`config.mk`:
```
export PLATFORM = sky130hd
export DESIGN_NAME = vga_fb_fill_ctrl_flat
export DESIGN_NICKNAME = d
export VERILOG_FILES = /design/src/rtl/vga_fb_pkg.sv /design/src/rtl/vga_fb_fill_ctrl_if.sv /design/src/rtl/vga_fb_wr_mux.sv /design/src/rtl/vga_fb_fill_ctrl.sv /design/src/flat_wrapper.sv
export SDC_FILE = /design/constraint.sdc
export NUM_CORES = 1
export LEC_CHECK = 0
export BUFFER_PORTS_ARGS = -buffer_cell sky130_fd_sc_hd__buf_2
export CORE_MARGIN = 1
export CORE_UTILIZATION = 50
export CTS_CLUSTER_DIAMETER = 80
export CTS_CLUSTER_SIZE = 16
export DETAILED_ROUTE_END_ITERATION = 7
export GPL_TIMING_DRIVEN = 0
export PLACE_DENSITY = 0.84
export SETUP_SLACK_MARGIN = 0.4
export SLEW_MARGIN = 20
export SYNTH_ARGS = -nofsm -noshare
export SYNTH_HDL_FRONTEND = slang
export SYNTH_HIERARCHICAL = 1
export SYNTH_SLANG_ARGS = --single-unit
export TNS_END_PERCENT = 5
```
`constraint.sdc`:
```
create_clock -name clk -period 9 [get_ports clk]
set_input_delay 1.8 -clock clk [delete_from_list [all_inputs] [get_ports clk]]
set_output_delay 1.8 -clock clk [all_outputs]
set_load 0.05 [all_outputs]
```
`src/rtl/vga_fb_pkg.sv`:
```
// vga_fb_pkg: shared framebuffer geometry, bank bases, fill FSM states and pointer helper
package vga_fb_pkg;
  localparam int FB_WORDS = 19200;
  localparam int FB_BANK_WORDS = 16384;
  localparam int AW = 15;
  localparam logic [AW-1:0] VGA_BANK0_BASE = 15'h0000;
  localparam logic [AW-1:0] VGA_BANK1_BASE = 15'h4000;
  typedef enum logic [1:0] {IDLE, WAIT_VS, FILL} fill_state_t;
  function automatic logic [AW-1:0] next_ptr(input logic [AW-1:0] p);
    return (p == AW'(FB_WORDS - 1)) ? '0 : p + 1'b1;
  endfunction
endpackage

```
`src/rtl/vga_fb_fill_ctrl_if.sv`:
```
// vga_fb_fill_ctrl_if: MCU store bus in, framebuffer write port out
//   cpu_wr/cpu_addr/cpu_ble/cpu_wdata : MCU store (master drives)
//   fb_we/fb_addr/fb_ble/fb_wdata     : framebuffer write port (slave drives)
interface vga_fb_fill_ctrl_if;
  import vga_fb_pkg::*;
  logic cpu_wr;
  logic [AW-1:0] cpu_addr;
  logic [3:0] cpu_ble;
  logic [31:0] cpu_wdata;
  logic fb_we;
  logic [AW-1:0] fb_addr;
  logic [3:0] fb_ble;
  logic [31:0] fb_wdata;
  modport master(output cpu_wr, cpu_addr, cpu_ble, cpu_wdata, input fb_we, fb_addr, fb_ble, fb_wdata);
  modport slave(input cpu_wr, cpu_addr, cpu_ble, cpu_wdata, output fb_we, fb_addr, fb_ble, fb_wdata);
endinterface

```
`src/rtl/vga_fb_wr_mux.sv`:
```
// vga_fb_wr_mux: registered 2:1 framebuffer write mux, CPU store always wins
//   cpu_*  : MCU store request      fill_* : fill engine request
//   fill_grant : fill word accepted this cycle
//   fb_*   : registered write port; address/lanes/data hold when idle
module vga_fb_wr_mux import vga_fb_pkg::*; (
  input  logic          clk,
  input  logic          resetb,
  input  logic          cpu_wr,
  input  logic [AW-1:0] cpu_addr,
  input  logic [3:0]    cpu_ble,
  input  logic [31:0]   cpu_wdata,
  input  logic          fill_req,
  input  logic [AW-1:0] fill_addr,
  input  logic [31:0]   fill_wdata,
  output logic          fill_grant,
  output logic          fb_we,
  output logic [AW-1:0] fb_addr,
  output logic [3:0]    fb_ble,
  output logic [31:0]   fb_wdata
);
  logic fb_we_q;
  logic [AW-1:0] fb_addr_q;
  logic [3:0] fb_ble_q;
  logic [31:0] fb_wdata_q;
  assign fill_grant = fill_req & ~cpu_wr;
  always_ff @(posedge clk or negedge resetb) begin
    if (!resetb) begin
      fb_we_q <= 1'b0;
      fb_addr_q <= '0;
      fb_ble_q <= '0;
      fb_wdata_q <= '0;
    end else begin
      fb_we_q <= cpu_wr | fill_req;
      if (cpu_wr) begin
        fb_addr_q <= cpu_addr;
        fb_ble_q <= cpu_ble;
        fb_wdata_q <= cpu_wdata;
      end else if (fill_req) begin
        fb_addr_q <= fill_addr;
        fb_ble_q <= 4'hF;
        fb_wdata_q <= fill_wdata;
      end
    end
  end
  assign fb_we = fb_we_q;
  assign fb_addr = fb_addr_q;
  assign fb_ble = fb_ble_q;
  assign fb_wdata = fb_wdata_q;
endmodule

```
`src/rtl/vga_fb_fill_ctrl.sv`:
```
// vga_fb_fill_ctrl: merges MCU stores with a colour-fill engine onto the framebuffer write port
//   bus       : MCU store in / framebuffer write port out
//   vga_vs    : active-low vsync, synchronous to clk
//   cfg_*     : start/abort pulses, vsync-sync select, base, length, colour
//   busy/done : engine active (WAIT_VS or FILL) / one-cycle completion pulse
module vga_fb_fill_ctrl import vga_fb_pkg::*; (
  input  logic                 clk,
  input  logic                 resetb,
  vga_fb_fill_ctrl_if.slave    bus,
  input  logic                 vga_vs,
  input  logic                 cfg_start,
  input  logic                 cfg_abort,
  input  logic                 cfg_sync,
  input  logic [AW-1:0]        cfg_base,
  input  logic [AW-1:0]        cfg_len,
  input  logic [7:0]           cfg_color,
  output logic                 busy,
  output logic                 done
);
  fill_state_t state_q;
  logic [AW-1:0] ptr_q, cnt_q;
  logic [31:0] color_q;
  logic vs_q, busy_q, done_q, fill_req, fill_grant;
  // cnt_q==0 in FILL is the closing cycle: all words issued, done raised next
  assign fill_req = (state_q == FILL) && (cnt_q != '0);
  always_ff @(posedge clk or negedge resetb) begin
    if (!resetb) begin
      state_q <= IDLE;
      ptr_q <= '0;
      cnt_q <= '0;
      color_q <= '0;
      vs_q <= 1'b0;
      busy_q <= 1'b0;
      done_q <= 1'b0;
    end else begin
      vs_q <= vga_vs;
      done_q <= 1'b0;
      case (state_q)
        IDLE: if (cfg_start) begin
          if (cfg_len == '0) done_q <= 1'b1;
          else begin
            ptr_q <= cfg_base;
            cnt_q <= cfg_len;
            color_q <= {4{cfg_color}};
            state_q <= cfg_sync ? WAIT_VS : FILL;
            busy_q <= 1'b1;
          end
        end
        WAIT_VS: if (cfg_abort) begin
          state_q <= IDLE;
          busy_q <= 1'b0;
        end else if (!vga_vs && vs_q) state_q <= FILL;
        FILL: begin
          if (fill_grant) begin
            ptr_q <= next_ptr(ptr_q);
            cnt_q <= cnt_q - 1'b1;
          end
          // a word issued in the abort cycle is still written by the mux
          if (cfg_abort || cnt_q == '0) begin
            state_q <= IDLE;
            busy_q <= 1'b0;
            done_q <= !cfg_abort && cnt_q == '0;
          end
        end
        default: state_q <= IDLE;
      endcase
    end
  end
  vga_fb_wr_mux u_mux (
    .clk(clk), .resetb(resetb),
    .cpu_wr(bus.cpu_wr), .cpu_addr(bus.cpu_addr), .cpu_ble(bus.cpu_ble), .cpu_wdata(bus.cpu_wdata),
    .fill_req(fill_req), .fill_addr(ptr_q), .fill_wdata(color_q), .fill_grant(fill_grant),
    .fb_we(bus.fb_we), .fb_addr(bus.fb_addr), .fb_ble(bus.fb_ble), .fb_wdata(bus.fb_wdata)
  );
  assign busy = busy_q;
  assign done = done_q;
endmodule

```
`src/flat_wrapper.sv`:
```
// flat-port wrapper written by rule: the top's interface ports become plain ports
module vga_fb_fill_ctrl_flat import vga_fb_pkg::*;
  (clk, resetb, vga_vs, cfg_start, cfg_abort, cfg_sync, cfg_base, cfg_len, cfg_color, busy, done, bus_cpu_wr, bus_cpu_addr, bus_cpu_ble, bus_cpu_wdata, bus_fb_we, bus_fb_addr, bus_fb_ble, bus_fb_wdata);
  vga_fb_fill_ctrl_if bus_i ();
  input  logic clk;
  input  logic resetb;
  input  logic vga_vs;
  input  logic cfg_start;
  input  logic cfg_abort;
  input  logic cfg_sync;
  input  logic [AW-1:0] cfg_base;
  input  logic [AW-1:0] cfg_len;
  input  logic [7:0] cfg_color;
  output logic busy;
  output logic done;
  input wire logic [$bits(bus_i.cpu_wr)-1:0] bus_cpu_wr;
  input wire logic [$bits(bus_i.cpu_addr)-1:0] bus_cpu_addr;
  input wire logic [$bits(bus_i.cpu_ble)-1:0] bus_cpu_ble;
  input wire logic [$bits(bus_i.cpu_wdata)-1:0] bus_cpu_wdata;
  output wire logic [$bits(bus_i.fb_we)-1:0] bus_fb_we;
  output wire logic [$bits(bus_i.fb_addr)-1:0] bus_fb_addr;
  output wire logic [$bits(bus_i.fb_ble)-1:0] bus_fb_ble;
  output wire logic [$bits(bus_i.fb_wdata)-1:0] bus_fb_wdata;
  assign bus_i.cpu_wr = bus_cpu_wr;
  assign bus_i.cpu_addr = bus_cpu_addr;
  assign bus_i.cpu_ble = bus_cpu_ble;
  assign bus_i.cpu_wdata = bus_cpu_wdata;
  assign bus_fb_we = bus_i.fb_we;
  assign bus_fb_addr = bus_i.fb_addr;
  assign bus_fb_ble = bus_i.fb_ble;
  assign bus_fb_wdata = bus_i.fb_wdata;
  vga_fb_fill_ctrl u_core (.clk(clk), .resetb(resetb), .bus(bus_i), .vga_vs(vga_vs), .cfg_start(cfg_start), .cfg_abort(cfg_abort), .cfg_sync(cfg_sync), .cfg_base(cfg_base), .cfg_len(cfg_len), .cfg_color(cfg_color), .busy(busy), .done(done));
endmodule
```
==> flow_summary.ini, run 1 <==
[worst_setup_path]
cp.arrival_ns = 4.10
cp_cell_sequence = inv_1, ha_1, clkbuf_1, inv_1, clkbuf_1, a31oi_1, buf_6, buf_8, nor2b_1, nand2_1, nand2b_1, and3_1, clkbuf_2, buf_2, o21ai_0, a22o_1
critical-path-max-stage-delay_ns = 0.41
worstSetupEndpointType = flip-flop
required_ns = 9.26
start_kind = flip-flop
slowest_stage = dfrtp_1
cp_max_fo = 10
crit_type = flip-flop to flip-flop

[route]
dr.pass1.iters = 5
drtAntennaViolNets = 0
route.vias.total = 4733
routedWlPerCell_um = 18.1
drt_iter0_markers = 362
vias_per_cell = 5.85
post-route-drc-count = 0
drt_wl_total_um = 14600

[cells_and_area]
fillers = 839
drive_gt1_share_pct = 29.9
diodes = 0
final_util_pct = 63.3
layout_common_cells = buf_2, dfrtp_1, nand2_1
final_area_um2 = 6220
syn_to_final_growth_pct = 22.6
nets = 773
final_common_cell = buf_2

[timing]
rsz0062_at_grt = false
final.setup.tns_ns = 0
hold_viol_final = 0
final.min_clock_period_ns = 3.84
slew_headroom_pct = 53.9
fmax_mhz = 261
skew_ns = 0.0133
maxSlewViolCount = 0
setup_viol = 0
finalCritPeriodShare_pct = 42.6
worstMarginPinSlew_ns = 0.682

[clock_network]
ctsHoldBuffers = 0
clkTransAtPathRegs_ns = 0.09
cts_setup_buffers = 0
clock_sinks = 95
cts_tree = done
clockBufferDepth = 2
cts_resized = 0
cts-buffers-inserted = 9
clkLatencyLatePin_ns = 0.37
htreeDepth = 3
ctsRootBufferMaster = clkbuf_8

[global_route]
grt_util_all_layers_pct = 28.6
grt_overflow_total = 0
grt_pass1_vias = 4550
antenna_found_initial = 0
grt_max_degree = 70
grt_pass1_wl_um = 22900

[yosys]
ys.flop_type = dfrtp_1
synth_cells = 511
yosysWarnings = 6
yosysSeqAreaShare_pct = 46.9
synth_area_um2 = 5070
synth_seq_cells = 95
async_reset_ff_share_pct = 100
synth_nets = 613
yosysUniqueCellTypes = 59
synth_edf_count = 0
avgSynthCellArea_um2 = 9.92

[placement]
gp_congestion = 0.890
numPortBuffers = 148
placed_cell_area_um2 = 6010
place_hpwl_um = 10600

[power_and_ir_drop]
p_per_area_nw_per_um2 = 358
p_leak_nw = 2.91
p_total_mw = 2.22
irDropWorstVdd_uv = 139

[die]
die_y_um = 103
boundaryPins = 150
core_um2 = 9820
die_w_um = 103
initial_utilization_pct = 51.6
num_rows = 36
die-area_um2 = 10500

[min_path]
hp-class = flip-flop to flip-flop

[job]
drv_cap = 0

[run_status]
outcome = complete, no violations
-- per-stage QoR --
stage / hold slack (ns) / instances / worst slack (ns)
4_1_cts: 0.540 / 809 / 5.29
6_report: 0.539 / 809 / 5.16
3_3_place_gp: 0.494 / 792 / 5.21
5_1_grt: 0.581 / 809 / 4.97
3_5_place_dp: 0.509 / 793 / 5.29
2_1_floorplan: 0.486 / 511 / 5.64
-- cells by family (layout without fill, tap and decap cells) --
kind of cell / count (synthesis) / in the layout / synth area share (%)
simple gates: 169 / 169 / 17.2
compound gates: 138 / 138 / 17.3
flops: 95 / 95 / 46.9
mux: 57 / 57 / 11.5
buf+inv: 46 / 211 / 5.73
fa+ha+maj: 6 / 6 / 1.48
-- path summary, 6_finish.rpt --
path,startpoint,end,slack (ns),depth (start not counted)
hold reg to reg,u_core/busy,u_core/busy,0.54,2
max in group asynchronous,resetb,u_core/vs_q,7.08,2
hold / removal,u_core/busy,u_core/busy,0.54,2
min in group asynchronous,resetb,u_core/u_mux/fb_wdata[22],1.28,1
setup reg to reg,u_core/state_q[0],u_core/ptr_q[12],5.16,16
setup / recovery,u_core/state_q[0],u_core/ptr_q[12],5.16,16
-- state kept, by name, summed over array words and instances (netlist names) --
| register | count |
|---|---|
| u_core/u_mux/fb_wdata | 32 |
| u_core/cnt_q | 15 |
| u_core/ptr_q | 15 |
| u_core/u_mux/fb_addr | 15 |
| u_core/color_q | 8 |
| u_core/u_mux/fb_ble | 4 |
| u_core/state_q | 2 |
| u_core/busy | 1 |
| u_core/done | 1 |
| u_core/u_mux/fb_we | 1 |
| u_core/vs_q | 1 |
-- layer usage --
layer  vias to the layer above  global-route usage, %  wire (um)
met5                         -                      0          0
met4                         0                   12.6        376
met3                        35                   3.93        911
met2                       229                   45.7       6920
met1                      2272                   39.0       6400
li1                       2197                      -          -
-- cell type report --
class	count	area, um^2	area share [%]
plain buffers	31	234	3.76
clock buffers	11	141	2.27
clock inverters	5	63.8	1.03
inverters	15	56.3	0.906
multi-input cells	370	2400	38.6
flip-flops and latches	95	2380	38.2
well taps	133	166	2.68
repair buffers	149	774	12.5
-- power breakdown --
group | switching, mW | internal [mW]
Clock | 0.157 | 0.139
Combinational | 0.730 | 0.432
Sequential | 0.181 | 0.584
-- synthesized netlist by cell type, types with 2 or more instances --
cell	n	area, um^2
and3_1	5	31.3
o21ai_1	44	220
nand2b_1	5	31.3
nor4_4	2	42.5
a21o_1	2	15.0
a21oi_1	10	50.1
ha_1	6	75.1
nand3_1	12	60.1
o32ai_1	6	52.6
nor3_1	10	50.1
nor2_1	21	78.8
nand3_2	2	20.0
and2_1	2	12.5
o41ai_1	3	26.3
nand3b_1	2	15.0
buf_12	4	80.1
and4_1	4	35.0
o22ai_1	11	68.8
nor4_1	6	37.5
a31oi_1	2	12.5
or2_2	2	12.5
o21ai_0	23	115
mux2_2	9	101
buf_4	2	15.0
or4_1	2	15.0
a2bb2oi_1	7	61.3
nand4_1	6	37.5
clkbuf_1	12	45.0
nor2b_1	2	12.5
dfrtp_1	95	2380
a311oi_1	2	17.5
buf_2	8	40.0
a22o_1	12	105
buf_6	3	33.8
nand2_1	78	293
o31ai_1	3	22.5
a211oi_1	2	15.0
mux2i_1	48	480
a22oi_1	2	15.0
inv_1	15	56.3
-- worst max-delay path: cells and delay by family (launching register included) --
| family | cells | cell delay [ns] |
|---|---|---|
| buf+inv | 8 | 1.73 |
| flops | 1 | 0.41 |
| fa+ha+maj | 1 | 0.16 |
| simple gates | 4 | 0.73 |
| compound gates | 3 | 0.69 |
Power figures use the tool's default switching activity.
==> run 2: changes to the inputs <==
==> constraint.sdc (replaced) <==
create_clock -name clk -period 3.8 [get_ports clk]
set_input_delay 0.76 -clock clk [delete_from_list [all_inputs] [get_ports clk]]
set_output_delay 0.76 -clock clk [all_outputs]
set_load 0.05 [all_outputs]
==> run 2 against run 1 <==
Cell area is 0.99% higher. Global-route usage about the same. Utilization increased by 0.62 points. Maximum frequency is 17% higher. Worst hold slack got worse by 0.30 ns. Critical endpoint is now u_core/ptr_q[13]. Highest routed layer unchanged.
==> flow_summary.ini, run 2 (same netlist as run 1, synthesis figures left out) <==
[worst_setup_path]
worstRegToRegCells = 15
slowest_stage = or3b_4
startpoint = u_core/cnt_q[0]
reg2reg_to = u_core/ptr_q[13]
cp.arrival_ns = 3.53
start_kind = flip-flop
crit_buf_inv = 6
required_ns = 4.06
r2r-start = u_core/cnt_q[0]
crit_type = flip-flop to flip-flop
cp_cell_sequence = inv_1, ha_1, or3b_4, nor4_4, a31oi_2, buf_6, buf_8, nor2b_2, nand2_1, nand2b_1, and3_1, clkbuf_2, buf_6, buf_6, a22o_1
cpMostUsedCell = buf_6
cp_max_fo = 10
crit_family = simple AND/OR/NAND/NOR gates
path_depth = 15
ff2ff_setup_slack_ns = 0.53
crit_end = u_core/ptr_q[13]
critical-path-max-stage-delay_ns = 0.44
worstSetupEndpointType = flip-flop

[route]
drt_wl_total_um = 14600
post-route-drc-count = 0
routedWlPerCell_um = 18.0
dr.pass1.iters = 6
route.vias.total = 4802
vias_per_cell = 5.89
drtAntennaViolNets = 0
drt_iter0_markers = 362

[cells_and_area]
nets = 779
layout_common_cells = buf_2, dfrtp_1, nand2_1
final_common_cell = buf_2
drive_gt1_share_pct = 31.1
largest_reg_flops = 32
final_area_um2 = 6280
diodes = 0
syn_to_final_growth_pct = 23.8

[die]
boundaryPins = 150
die-area_um2 = 10500
num_rows = 36
die_w_um = 103
core_um2 = 9820
initial_utilization_pct = 51.6
die_y_um = 103

[clock_network]
cts_tree = done
clkTransAtPathRegs_ns = 0.10
htreeDepth = 3
ctsHoldBuffers = 0
clock_sinks = 95
ctsRootBufferMaster = clkbuf_8
cts-buffers-inserted = 9
clkLatencyLatePin_ns = 0.37
clockBufferDepth = 2

[global_route]
grt.met1_usage_pct = 39.0
grt_pass1_vias = 4554
antenna_found_initial = 0
grt_overflow_total = 0
grt.busiest_layer = met2
grt_util_all_layers_pct = 28.7
grt_pass1_wl_um = 22900
use_met3_pct = 3.93
grtUsageMet2_pct = 45.8
grt_max_degree = 70

[placement]
place_hpwl_um = 10600
gp_congestion = 0.890
placed_cell_area_um2 = 6010
numPortBuffers = 148

[run_status]
outcome = complete, no violations

[timing]
final.min_clock_period_ns = 3.27
skew_ns = 0.0141
finalCritPeriodShare_pct = 86.1
hold_viol_final = 0
final.setup.tns_ns = 0
hold_slack_ns = 0.243
maxSlewViolCount = 0
worstMarginPinSlew_ns = 0.691
rsz0062_at_grt = false
slew_headroom_pct = 53.3
setup_viol = 0
fmax_mhz = 306

[power_and_ir_drop]
p_per_area_nw_per_um2 = 845
irDropWorstVdd_uv = 330
p_leak_nw = 2.95

[min_path]
hp-class = input port to asynchronous set/reset pin

[job]
drv_cap = 0
-- run 2: cell type report --
class,count,area [um^2]
fillers,833,3540
multi-input cells,370,2410
flip-flops and latches,95,2380
repair buffers,155,820
plain buffers,31,239
well taps,133,166
clock buffers,11,141
clock inverters,5,63.8
inverters,15,56.3
-- run 2: repair_timing --
item / 4_1_cts / 5_1_grt
resized for setup: 3 / 4
setup endpoints to repair: 29 / 28
setup buffers: 0 / 6
pin swaps: 1 / 1
-- run 2: how the worst min path moves through the flow --
stage / startpoint / endpoint / slack [ns] / cells after the start
floorplan: resetb / u_core/busy / 0.46 / 0
global placement: u_core/busy / u_core/busy / 0.49 / 2
detailed placement: u_core/busy / u_core/busy / 0.51 / 2
CTS: resetb / u_core/u_mux/fb_wdata[28] / 0.24 / 1
global route: resetb / u_core/u_mux/fb_wdata[22] / 0.24 / 1
finish: resetb / u_core/u_mux/fb_wdata[22] / 0.24 / 1
-- run 2: per-stage QoR --
| step | utilization, % | instances | worst slack [ns] | power, mW |
|---|---|---|---|---|
| floorplan | - | 511 | 0.692 | 3.78 |
| global placement | 60.9 | 792 | 0.182 | 4.40 |
| detailed placement | 61.2 | 793 | 0.0924 | 4.52 |
| CTS | 63.4 | 809 | 0.342 | 5.23 |
| global route | 63.9 | 815 | 0.402 | 5.60 |
| finish | 63.9 | 815 | 0.528 | 5.30 |
-- run 2: worst reg2reg max path: cells and delay by family (launching register included) --
family	cells	cell delay [ns]
DFF	1	0.42
adders and majority gates	1	0.20
AOI/OAI and AO/OA	2	0.36
and+or+nand+nor	6	1.34
buffers and inverters	6	0.83
-- run 2: power breakdown --
group / switching (mW) / internal (mW)
combinational: 1.74 / 1.06
clock: 0.365 / 0.330
sequential: 0.430 / 1.38
total: 2.53 / 2.77
-- run 2: routing by layer --
layer	routed length (um)	up-vias
met3	924	37
met4	371	0
met1	6360	2313
li1	-	2211
met5	0	-
met2	6990	241
==> run 3: changes to the inputs <==
--- a/config.mk
+++ b/config.mk
@@ -12,7 +12,7 @@
 export CTS_CLUSTER_SIZE = 16
 export DETAILED_ROUTE_END_ITERATION = 7
 export GPL_TIMING_DRIVEN = 0
-export PLACE_DENSITY = 0.84
+export PLACE_DENSITY = 0.89
 export SETUP_SLACK_MARGIN = 0.4
 export SLEW_MARGIN = 20
 export SYNTH_ARGS = -nofsm -noshare
==> constraint.sdc (replaced) <==
create_clock -name clk -period 4.2 [get_ports clk]
set_input_delay 0.84 -clock clk [delete_from_list [all_inputs] [get_ports clk]]
set_output_delay 0.84 -clock clk [all_outputs]
set_load 0.05 [all_outputs]
==> run 3 against run 2 <==
Sequential share of layout area increased by 0.22 points. Cell area decreased by 0.58%. Die area unchanged. Critical path type unchanged. Largest power group unchanged.
==> flow_summary.ini, run 3 (same netlist as run 1, synthesis figures left out) <==
[placement]
place_hpwl_um = 10600
dp.cells = 793
gp_congestion = 0.924
placed_cell_area_um2 = 6010
place_ws_ns = 0.474
numPortBuffers = 148

[timing]
setup_viol = 0
slew_headroom_pct = 57.2
hold_viol_final = 0
final.min_clock_period_ns = 3.55
fmax_mhz = 281
worst_slack_ns = 0.647
hold_slack_ns = 0.304
finalCritPeriodShare_pct = 84.6
maxSlewViolCount = 0
worstMarginPinSlew_ns = 0.637
final.setup.tns_ns = 0
skew_ns = 0.0122
rsz0062_at_grt = false

[worst_setup_path]
cp_max_fo = 10
cpMostUsedCell = buf_6
critical-path-max-stage-delay_ns = 0.55
required_ns = 4.45
start_kind = flip-flop
slowest_stage = or3b_2
cp.arrival_ns = 3.80
crit_family = simple AND/OR/NAND/NOR gates
crit_buf_inv = 5
ff2ff_setup_slack_ns = 0.65
crit_type = flip-flop to flip-flop
reg2reg_to = u_core/cnt_q[12]
cp_cell_sequence = inv_1, ha_1, or3b_2, nor4_4, a31oi_2, buf_6, buf_8, nor2b_1, nand2_1, nand2b_1, and3_1, clkbuf_2, buf_6, o22a_1, o311a_1
r2r-start = u_core/cnt_q[0]
worstRegToRegCells = 15
worstSetupEndpointType = flip-flop

[cells_and_area]
final_common_cell = buf_2
final_area_um2 = 6240
fillers = 860
drive_gt1_share_pct = 30.0
syn_to_final_growth_pct = 23.1
largest_reg_flops = 32
layout_common_cells = buf_2, dfrtp_1, nand2_1
nets = 773
fin_cells = 810
final_util_pct = 63.6

[global_route]
grt_pass1_wl_um = 22800
grt_overflow_total = 0
grt_util_all_layers_pct = 28.8
grt_max_degree = 74
antenna_found_initial = 1
grt_pass1_vias = 4722

[clock_network]
ctsRootBufferMaster = clkbuf_8
cts_setup_buffers = 0
clkTransAtPathRegs_ns = 0.09
htreeDepth = 3
clkLatencyLatePin_ns = 0.37
clock_sinks = 95
ctsHoldBuffers = 0
clockBufferDepth = 2
cts-buffers-inserted = 9
cts_tree = done

[die]
num_rows = 36
die_w_um = 103
core_um2 = 9820
die_y_um = 103
initial_utilization_pct = 51.6
boundaryPins = 150
die-area_um2 = 10500

[route]
dr.pass1.iters = 5
top_layer = met4
drtAntennaViolNets = 0
wl_met3_um = 796
met1_length_um = 6370
post-route-drc-count = 0
drt_wl_total_um = 14700
route.vias.total = 4776
drt_iter0_markers = 334
vias_per_cell = 5.90
routedWlPerCell_um = 18.1
routed-wl-met2_um = 6970

[run_status]
outcome = complete, no violations

[power_and_ir_drop]
p_comb_share_pct = 51.8
internal_power_mw = 2.53
p_seq_share_pct = 34.1
p_per_area_nw_per_um2 = 770
p_total_mw = 4.81
p_sw_mw = 2.28
p_clk_share_pct = 14.2
irDropWorstVdd_uv = 294
p_leak_nw = 2.92
switching_share_pct = 47.5

[job]
drv_cap = 0

[min_path]
hp-class = input port to asynchronous set/reset pin
==> run 3: per-layer routing <==
metal | vias to the layer above | GRT usage [%]
met5 | - | 0
met1 | 2312 | 37.7
met4 | 0 | 17.4
met2 | 229 | 45.6
met3 | 39 | 3.80
li1 | 2196 | -
==> run 3: layout make-up <==
type | count | area [um^2] | share of cell area [%]
inverter | 15 | 56.3 | 0.902
sequential | 95 | 2380 | 38.1
multi-input combinational | 370 | 2410 | 38.6
clock inverter | 5 | 88.8 | 1.42
antenna | 1 | 2.50 | 0.0401
clock buffer | 11 | 131 | 2.11
timing repair buffer | 149 | 774 | 12.4
buffer | 31 | 235 | 3.77
tap | 133 | 166 | 2.67
==> run 3: worst max-delay path by stage <==
stage                      startpoint                to  cells past startpoint
floorplan             u_core/cnt_q[0]  u_core/ptr_q[13]                     15
global placement    u_core/state_q[0]  u_core/ptr_q[12]                     16
detailed placement  u_core/state_q[0]  u_core/ptr_q[12]                     16
CTS                 u_core/state_q[0]  u_core/ptr_q[13]                     16
global route        u_core/state_q[0]  u_core/ptr_q[13]                     16
finish                u_core/cnt_q[0]  u_core/cnt_q[12]                     15
==> run 3: power groups by stage <==
stage	combinational, mW	sequential [mW]	clock (mW)
floorplan	1.39	2.02	0
global placement	2.38	1.61	0
detailed placement	2.44	1.64	0
CTS	2.46	1.62	0.693
global route	2.65	1.68	0.733
finish	2.49	1.64	0.681
==> run 3: what timing repair did <==
action / CTS / global route
gates resized for setup: 0 / 3
hold endpoints to repair: 0 / 0
endpoints found under the setup margin: 0 / 27
